==> src/rtl/basket_controller.sv <==
// basket_controller: shopping basket of MAX_ITEMS (ProductID, quantity) slots,
// driven by one-cycle Enable/Cancel/Clear pulses from the terminal FSM.
// Optional feature macro BASKET_MERGE_EN: adds a SEARCH state so that a
// repeated ProductID merges into its existing slot with a saturating quantity.
// Without it every add appends a new slot.
module basket_controller #(
  parameter int MAX_ITEMS = 8,
  parameter int MAX_QTY   = 15
) (
  input  logic       CLOCK_50,
  input  logic       RESET_N,
  input  logic       Enable_Pulse,
  input  logic       Cancel_Pulse,
  input  logic       Clear_Pulse,
  input  logic [3:0] ProductID_in,
  input  logic [3:0] ProductQuantity_in,
  input  logic [2:0] Read_Index,
  output logic [3:0] BasketProductNum,
  output logic       Busy,
  output logic       Done,
  output logic       Error,
  output logic       Full,
  output logic [3:0] Read_ProductID,
  output logic [3:0] Read_Quantity
);
  localparam int         IW   = (MAX_ITEMS > 1) ? $clog2(MAX_ITEMS) : 1;
  localparam logic [3:0] NMAX = 4'(MAX_ITEMS);
  localparam logic [4:0] QMAX = 5'(MAX_QTY);

`ifdef BASKET_MERGE_EN
  typedef enum logic [1:0] {IDLE, SEARCH, APPEND, REMOVE} state_t;
`else
  typedef enum logic [1:0] {IDLE, APPEND, REMOVE} state_t;
`endif

  state_t        state_q;
  logic [3:0]    id_q  [MAX_ITEMS];
  logic [3:0]    qty_q [MAX_ITEMS];
  logic [3:0]    cnt_q, idx_q, lid_q, lqty_q;
  logic          busy_q, done_q, err_q;
  logic [3:0]    rd_id_q, rd_qty_q;
  logic [IW-1:0] cur, nxt, tail, rsel;
`ifdef BASKET_MERGE_EN
  logic [4:0]    sum;
`endif

  // Quantities are summed one bit wider, then pinned at MAX_QTY (no wrap)
  function automatic logic [3:0] clamp(input logic [4:0] v);
    return (v > QMAX) ? QMAX[3:0] : v[3:0];
  endfunction

  // Slot selectors: scan/compact pointer and its successor, append tail, read port
  always_comb begin
    cur  = idx_q[IW-1:0];
    nxt  = cur + IW'(1);
    tail = cnt_q[IW-1:0];
    rsel = IW'(Read_Index);
`ifdef BASKET_MERGE_EN
    sum  = {1'b0, qty_q[cur]} + {1'b0, lqty_q};
`endif
  end

  // Command FSM: owns slot storage, count, status pulses and the read register
  always_ff @(posedge CLOCK_50) begin
    if (!RESET_N) begin
      state_q  <= IDLE;
      cnt_q    <= '0;
      idx_q    <= '0;
      lid_q    <= '0;
      lqty_q   <= '0;
      busy_q   <= 1'b0;
      done_q   <= 1'b0;
      err_q    <= 1'b0;
      rd_id_q  <= '0;
      rd_qty_q <= '0;
      for (int i = 0; i < MAX_ITEMS; i++) begin
        id_q[i]  <= '0;
        qty_q[i] <= '0;
      end
    end else begin
      done_q <= 1'b0;
      err_q  <= 1'b0;
      // Unoccupied slots always read as 0/0
      if ({1'b0, Read_Index} < cnt_q) begin
        rd_id_q  <= id_q[rsel];
        rd_qty_q <= qty_q[rsel];
      end else begin
        rd_id_q  <= '0;
        rd_qty_q <= '0;
      end
      if (Clear_Pulse) begin
        // Clear wins everywhere; wiping every slot also discards a half-done compaction
        for (int i = 0; i < MAX_ITEMS; i++) begin
          id_q[i]  <= '0;
          qty_q[i] <= '0;
        end
        cnt_q   <= '0;
        state_q <= IDLE;
        busy_q  <= 1'b0;
        done_q  <= 1'b1;
        err_q   <= Enable_Pulse | Cancel_Pulse;
      end else if (state_q == IDLE) begin
        if (Cancel_Pulse) begin
          if (ProductID_in >= cnt_q) begin
            err_q <= 1'b1;
          end else begin
            idx_q   <= ProductID_in;
            state_q <= REMOVE;
            busy_q  <= 1'b1;
            err_q   <= Enable_Pulse;
          end
        end else if (Enable_Pulse) begin
          if (ProductQuantity_in == 4'd0) begin
            err_q <= 1'b1;
          end else begin
            lid_q  <= ProductID_in;
            lqty_q <= ProductQuantity_in;
            idx_q  <= '0;
            busy_q <= 1'b1;
`ifdef BASKET_MERGE_EN
            state_q <= (cnt_q == 4'd0) ? APPEND : SEARCH;
`else
            state_q <= APPEND;
`endif
          end
        end
      end else begin
        // Stray pulses while busy are flagged but never disturb the running command
        err_q <= Enable_Pulse | Cancel_Pulse;
        case (state_q)
`ifdef BASKET_MERGE_EN
          SEARCH: begin
            if (id_q[cur] == lid_q) begin
              qty_q[cur] <= clamp(sum);
              state_q    <= IDLE;
              busy_q     <= 1'b0;
              done_q     <= 1'b1;
            end else if (idx_q == cnt_q - 4'd1) begin
              state_q <= APPEND;
            end else begin
              idx_q <= idx_q + 4'd1;
            end
          end
`endif
          APPEND: begin
            if (cnt_q < NMAX) begin
              id_q[tail]  <= lid_q;
              qty_q[tail] <= clamp({1'b0, lqty_q});
              cnt_q       <= cnt_q + 4'd1;
              done_q      <= 1'b1;
            end else begin
              err_q <= 1'b1;
            end
            state_q <= IDLE;
            busy_q  <= 1'b0;
          end
          REMOVE: begin
            if (idx_q == cnt_q - 4'd1) begin
              id_q[cur]  <= '0;
              qty_q[cur] <= '0;
              cnt_q      <= cnt_q - 4'd1;
              state_q    <= IDLE;
              busy_q     <= 1'b0;
              done_q     <= 1'b1;
            end else begin
              id_q[cur]  <= id_q[nxt];
              qty_q[cur] <= qty_q[nxt];
              idx_q      <= idx_q + 4'd1;
            end
          end
          default: begin
            state_q <= IDLE;
            busy_q  <= 1'b0;
          end
        endcase
      end
    end
  end

  assign BasketProductNum = cnt_q;
  assign Busy             = busy_q;
  assign Done             = done_q;
  assign Error            = err_q;
  assign Full             = (cnt_q == NMAX);
  assign Read_ProductID   = rd_id_q;
  assign Read_Quantity    = rd_qty_q;
endmodule

==> config.mk <==
export PLATFORM = sky130hd
export DESIGN_NAME = basket_controller
export DESIGN_NICKNAME = d
export VERILOG_FILES = /design/src/rtl/basket_controller.sv
export SDC_FILE = /design/constraint.sdc
export NUM_CORES = 1
export LEC_CHECK = 0
export BUFFER_PORTS_ARGS = -buffer_cell sky130_fd_sc_hd__buf_4
export CAP_MARGIN = 20
export CORE_MARGIN = 5
export CORE_UTILIZATION = 40
export DETAILED_ROUTE_END_ITERATION = 10
export MAX_ROUTING_LAYER = met4
export RECOVER_POWER = 100
export REMOVE_ABC_BUFFERS = 1
export SLEW_MARGIN = 20
export SYNTH_ARGS = -nofsm -noshare
export SYNTH_HDL_FRONTEND = slang
export SYNTH_SLANG_ARGS = --single-unit
==> constraint.sdc <==
create_clock -name CLOCK_50 -period 7.3 [get_ports CLOCK_50]
set_input_delay 1.46 -clock CLOCK_50 [delete_from_list [all_inputs] [get_ports CLOCK_50]]
set_output_delay 1.46 -clock CLOCK_50 [all_outputs]
set_load 0.005 [all_outputs]
==> results of run 1 <==
-- path summary, 6_finish.rpt --
path / endpoint / slack (ns) / cells after the start
worst max-delay path: id_q[7][1] / 3.03 / 5
worst min-delay path: Busy / 0.46 / 2
worst min register to register: Busy / 0.46 / 2
worst max register to register: id_q[4][3] / 3.93 / 6
-- critical path, delay by kind of cell --
family	cells	cell delay (ns)
AOI/OAI and AO/OA	1	0.49
buffers and inverters	1	0.64
and+or+nand+nor	3	1.67
-- layout make-up --
cell class	count	area, µm²
Sequential cell	93	2500
Multi-Input combinational cell	304	2360
Clock inverter	4	97.6
Tap cell	172	215
Inverter	11	41.3
Fill cell	1173	6790
Timing Repair Buffer	32	225
Clock buffer	12	236
-- cell usage in the layout (no fill, tap or decap), types with 2 or more instances in the layout --
cell type / count
clkbuf_1: 7
edfxtp_1: 64
a31o_2: 2
mux4_2: 32
mux2i_1: 20
nor2_1: 79
a211oi_1: 13
clkbuf_4: 17
and3_1: 4
a21boi_0: 9
buf_4: 11
o21ai_0: 18
a21oi_1: 16
nand2b_1: 5
nor2b_1: 3
dfxtp_1: 29
nand2_1: 42
nand3_1: 13
bufinv_16: 3
ha_1: 11
nor3_1: 4
clkbuf_16: 9
xor2_1: 5
inv_1: 11
-- through the flow --
step                hold WS (ns)  power, mW  instances  utilization (%)
finish                     0.461       1.24        628             45.5
global route               0.495       1.28        628             45.5
CTS                        0.462       1.25        628             45.8
detailed placement         0.455      0.720        612             43.1
global placement           0.453      0.717        612             43.1
floorplan                  0.448      0.671        408                -
-- logic make-up (layout without fill, tap and decap cells) --
family	count (synthesis)	after routing	synth area share [%]
fa+ha+maj	12	12	2.99
buf+inv	34	59	3.01
flops	93	93	49.8
compound gates	72	72	10.0
simple gates	159	159	13.7
xor+xnor	8	8	1.97
mux	53	53	18.5
-- flip-flops by register name, summed over array words and instances, names as in the netlist --
signal,flops
id_q,32
qty_q,32
BasketProductNum,4
Read_ProductID,4
Read_Quantity,4
idx_q,4
lid_q,4
lqty_q,4
state_q,2
Busy,1
Done,1
Error,1
-- per-layer routing --
layer	vias to the layer above	routed length, µm	track usage (%)
li1	1638	-	-
met4	0	183	6.93
met3	12	839	2.32
met2	148	6310	28.6
met1	1791	5790	26.6
met5	-	0	-
-- where the power goes --
part	switching [mW]	internal (mW)	leakage (nW)
clock	0.198	0.335	0.157
sequential	0.0136	0.581	0.948
combinational	0.0632	0.0479	0.873
==> flow_summary_export.csv, run 1 <==
group,metric,value,unit
outcome,run_status,"completed",
grt,grt_max_degree,25,
setup_path,critPathLaunchType,"primary input",
floorplan,num_rows,41,
setup_path,critPathArrivalTime,4.27,ns
synth,post-synth-top-count-cell,"nor2_1",
route,ant_nets,0,
synth,ys_seq_elements,93,
floorplan,die-width,122,µm
route,via_count,3589,
grt,grt_pass1_vias,3398,
pwr,irDropWorstVdd,0.000104,V
hold_path,hold_class,"register to register",
grt,grt_antenna_before_repair,0,
cts,clockBufferDepth,2,
setup_path,crit_slowest_cell,"nand4bb_1",
timing,tightest_slew,1.33,ns
grt,grt_pass1_wl,20200,µm
route,drt_wl_total,13100,µm
setup_path,endpoint_kind,"register",
place,place_ws,3.31,ns
route,drc,0,
synth,synth_ff_type,"edfxtp_1",
floorplan,start_util,40.3,%
cts,clock_sinks,93,
route,avgViaCountPerCell,5.71,
synth,synth-edff-count,64,
route,dr.first_iter.drc_count,486,
synth,yosysTopAreaCell,"edfxtp_1",
synth,synthArstFlopShare,0,%
cts,cts_setup_buffers,0,
cts,cts-resized-gates,0,
job,max_cap_viol_count,0,
place,gp_congestion,0.833,
timing,slew_viol_final,0,
grt,track_usage,19.0,%
cts,root_buffer,"clkbuf_16",
synth,syn_area_per_cell,11.7,µm²
floorplan,dieHeight,122,µm
setup_path,worstPathMaxFanout,24,
cts,cts_max_level,3,
route,wire_per_inst,20.9,µm
timing,fin_tns_setup,0,ns
synth,yosysWarnings,0,
synth,syn_inst,431,
synth,netlist-cell-type-count,51,
synth,synth_seq_area_share,49.8,%
timing,layout_worst_path_cycle_share,58.5,%
finish,syn_to_final_growth,12.9,%
finish,drive_gt1_share,18.0,%
cts,clk_latency,0.35,ns
setup_path,crit_type,"primary input to register",
timing,fin_ws,3.03,ns
pwr,power.density,218,nW/µm²
setup_path,required,7.30,ns
synth,synth.area.top_cells,"edfxtp_1, mux4_2, dfxtp_1",
timing,fmax,234,MHz
setup_path,cpMostUsedCell,"nand2_1",
timing,clock-skew-final,0.00915,ns
setup_path,worstPathCellList,"clkbuf_1 > nand4bb_1 > o21ai_0 > nand2_1 > nand2_1",
cts,numCtsBuffers,9,
finish,insertedDiodeCount,0,
floorplan,io_pins,32,
setup_path,cpPeakStageDelay,0.87,ns
route,drt_pass1_iterations,5,
timing,fin_crit,4.27,ns
finish,final_nets,479,
timing,finalSetupViolCount,0,
timing,rsz0062_at_grt,"false",
floorplan,core,12500,µm²
pwr,power.leakage,1.98,nW
place,place_area,5370,µm²
place,place_hpwl,9460,µm
synth,synth_top_area_share,38.2,%
finish,final_cell_area,5680,µm²
setup_path,reg2reg_from,"idx_q[1]",
floorplan,dieArea,14900,µm²
hold_path,min_from,"Busy",
timing,max_slew_margin,10.1,%
setup_path,cp-startpoint,"RESET_N",
cts,cts_tree,"built",
synth,synth_commonest_cells,"nor2_1, edfxtp_1, nand2_1",
cts,cts.clk_slew.worst_paths,0.06,ns
grt,overflow,0,
cts,cts_hold_buf,0,
synth,syn_area,5030,µm²
timing,finalHoldViolations,0,
place,port_buffers,31,
No activity file was read; power rests on OpenSTA's default activity.
==> inputs of run 2 (changes only) <==
clock period = 4 ns   (was 7.3 ns; I/O delays follow)
==> flow_summary_export.csv, run 2 (synthesized netlist as in run 1, its figures left out) <==
group,metric,value,unit
outcome,run_status,"completed",
finish,final_cell_mix,"nor2_1, edfxtp_1, nand2_1, mux4_2, dfxtp_1",
finish,final_common_cell,"nor2_1",
timing,fmax,296,MHz
grt,grt_pass1_vias,3536,
setup_path,r2r.worst_path.cells,7,
pwr,p_switching,0.541,mW
timing,finalSetupViolCount,0,
setup_path,required,4.08,ns
finish,multi_input_area,2340,µm²
place,place_ws,0.906,ns
setup_path,critPathLaunchType,"register",
route,drt_wl_total,13100,µm
cts,cts.clk_slew.worst_paths,0.07,ns
setup_path,endpoint_kind,"register",
grt,grt_pass1_wl,20600,µm
place,place_inst,619,
hold_path,hold_depth,2,
timing,finalHoldViolations,0,
cts,root_buffer,"clkbuf_16",
floorplan,die-width,122,µm
timing,max_slew_margin,11.0,%
route,dr.first_iter.drc_count,334,
route,wire_per_inst,20.7,µm
cts,cts_tree,"built",
timing,fin_tns_setup,0,ns
finish,top_regs,"id_q x32, qty_q x32",
grt,grt_max_degree,24,
pwr,power.leakage,2.00,nW
floorplan,io_pins,32,
setup_path,worstPathCellList,"ha_1 > clkbuf_2 > mux4_2 > mux2i_1 > a211oi_1 > a21oi_1 > nor2_1",
cts,cts_max_level,3,
pwr,irDropWorstVdd,0.000198,V
finish,final_nets,486,
timing,clock-skew-final,0.0115,ns
pwr,clock_power_share,41.0,%
route,via_count,3585,
finish,drive_gt1_share,18.8,%
setup_path,crit_type,"register to register",
grt,track_usage,19.3,%
place,port_buffers,31,
finish,insertedDiodeCount,0,
place,place_area,5430,µm²
timing,slew_viol_final,0,
job,max_cap_viol_count,0,
timing,rsz0062_at_grt,"false",
timing,hold_ws,0.462,ns
route,ant_nets,0,
cts,clockBufferDepth,2,
finish,final_cell_area,5670,µm²
cts,numCtsBuffers,9,
floorplan,dieArea,14900,µm²
place,gp_congestion,0.860,
timing,fin_crit,3.38,ns
pwr,power.internal,1.64,mW
cts,cts-resized-gates,0,
cts,clock_sinks,93,
floorplan,start_util,40.3,%
setup_path,crit_slowest_cell,"a21oi_1",
timing,tightest_slew,1.32,ns
pwr,combPwrFrac,9.4,%
hold_path,hold_class,"register to register",
setup_path,cpPeakStageDelay,0.72,ns
grt,grt_antenna_before_repair,0,
floorplan,core,12500,µm²
route,drc,0,
pwr,switching_share,24.8,%
route,drt_pass1_iterations,7,
grt,overflow,0,
timing,layout_worst_path_cycle_share,84.4,%
pwr,p_seq_share,49.6,%
finish,final_cells,635,
finish,syn_to_final_growth,12.7,%
timing,fin_ws,0.624,ns
cts,clk_latency,0.35,ns
floorplan,num_rows,41,
finish,regArea,2500,µm²
setup_path,worstPathMaxFanout,16,
floorplan,dieHeight,122,µm
pwr,power.density,385,nW/µm²
cts,cts_setup_buffers,0,
setup_path,critPathArrivalTime,3.45,ns
route,avgViaCountPerCell,5.65,
cts,cts_hold_buf,0,
finish,n_fill_cell,1180,
place,place_hpwl,9490,µm
run 2: changes by cell type in the layout (fill, tap and decap cells not counted), sizes merged:
cell      change
buf           +7
bufinv        -2
clkbuf        -3
clkinv        +3
clkinvlp      -1
inv           +3
run 2: power groups by stage:
stage | Clock [mW] | Sequential (mW) | Combinational, mW
2_1_floorplan | 0 | 1.10 | 0.128
3_3_place_gp | 0 | 1.10 | 0.209
3_5_place_dp | 0 | 1.10 | 0.212
4_1_cts | 0.912 | 1.08 | 0.213
5_1_grt | 0.952 | 1.09 | 0.224
6_report | 0.895 | 1.08 | 0.205
run 2: final cells by class:
type                            instances  share of cell area, %
Clock buffer                            9                   3.97
Clock inverter                          7                   1.39
Inverter                               11                  0.729
Multi-Input combinational cell        304                   41.2
Sequential cell                        93                   44.2
Tap cell                              172                   3.80
Timing Repair Buffer                   39                   4.73
run 2: final timing paths:
| path | from | endpoint | slack (ns) |
|---|---|---|---|
| setup / recovery | idx_q[1] | qty_q[1][3] | 0.62 |
| hold / removal | Busy | Busy | 0.46 |
| setup reg to reg | idx_q[1] | qty_q[1][3] | 0.62 |
| hold reg to reg | Busy | Busy | 0.46 |
run 2: worst max-delay path: cells and delay by family, from the launching register on:
kind,cells,cell delay (ns)
AOI/OAI and AO/OA,2,0.81
adders and majority gates,1,0.34
buffers and inverters,1,0.55
DFF,1,0.41
muxes,2,0.87
and+or+nand+nor,1,0.10
run 2: per-layer routing:
metal  share of wire [%]  routed length, µm  track usage [%]  vias up
met5                   0                  0                -        -
met2                  48               6270             29.6      131
met3                 6.7                882             4.04       18
met4                 1.6                206             6.65        0
met1                  44               5790             25.6     1774
li1                    -                  -                -     1662
run 2: per-stage QoR:
step | total power [mW] | utilization [%]
after floorplan | 1.22 | -
after global placement | 1.31 | 43.5
after detailed placement | 1.32 | 43.5
after CTS | 2.21 | 46.0
after global routing | 2.26 | 45.5
final | 2.18 | 45.5
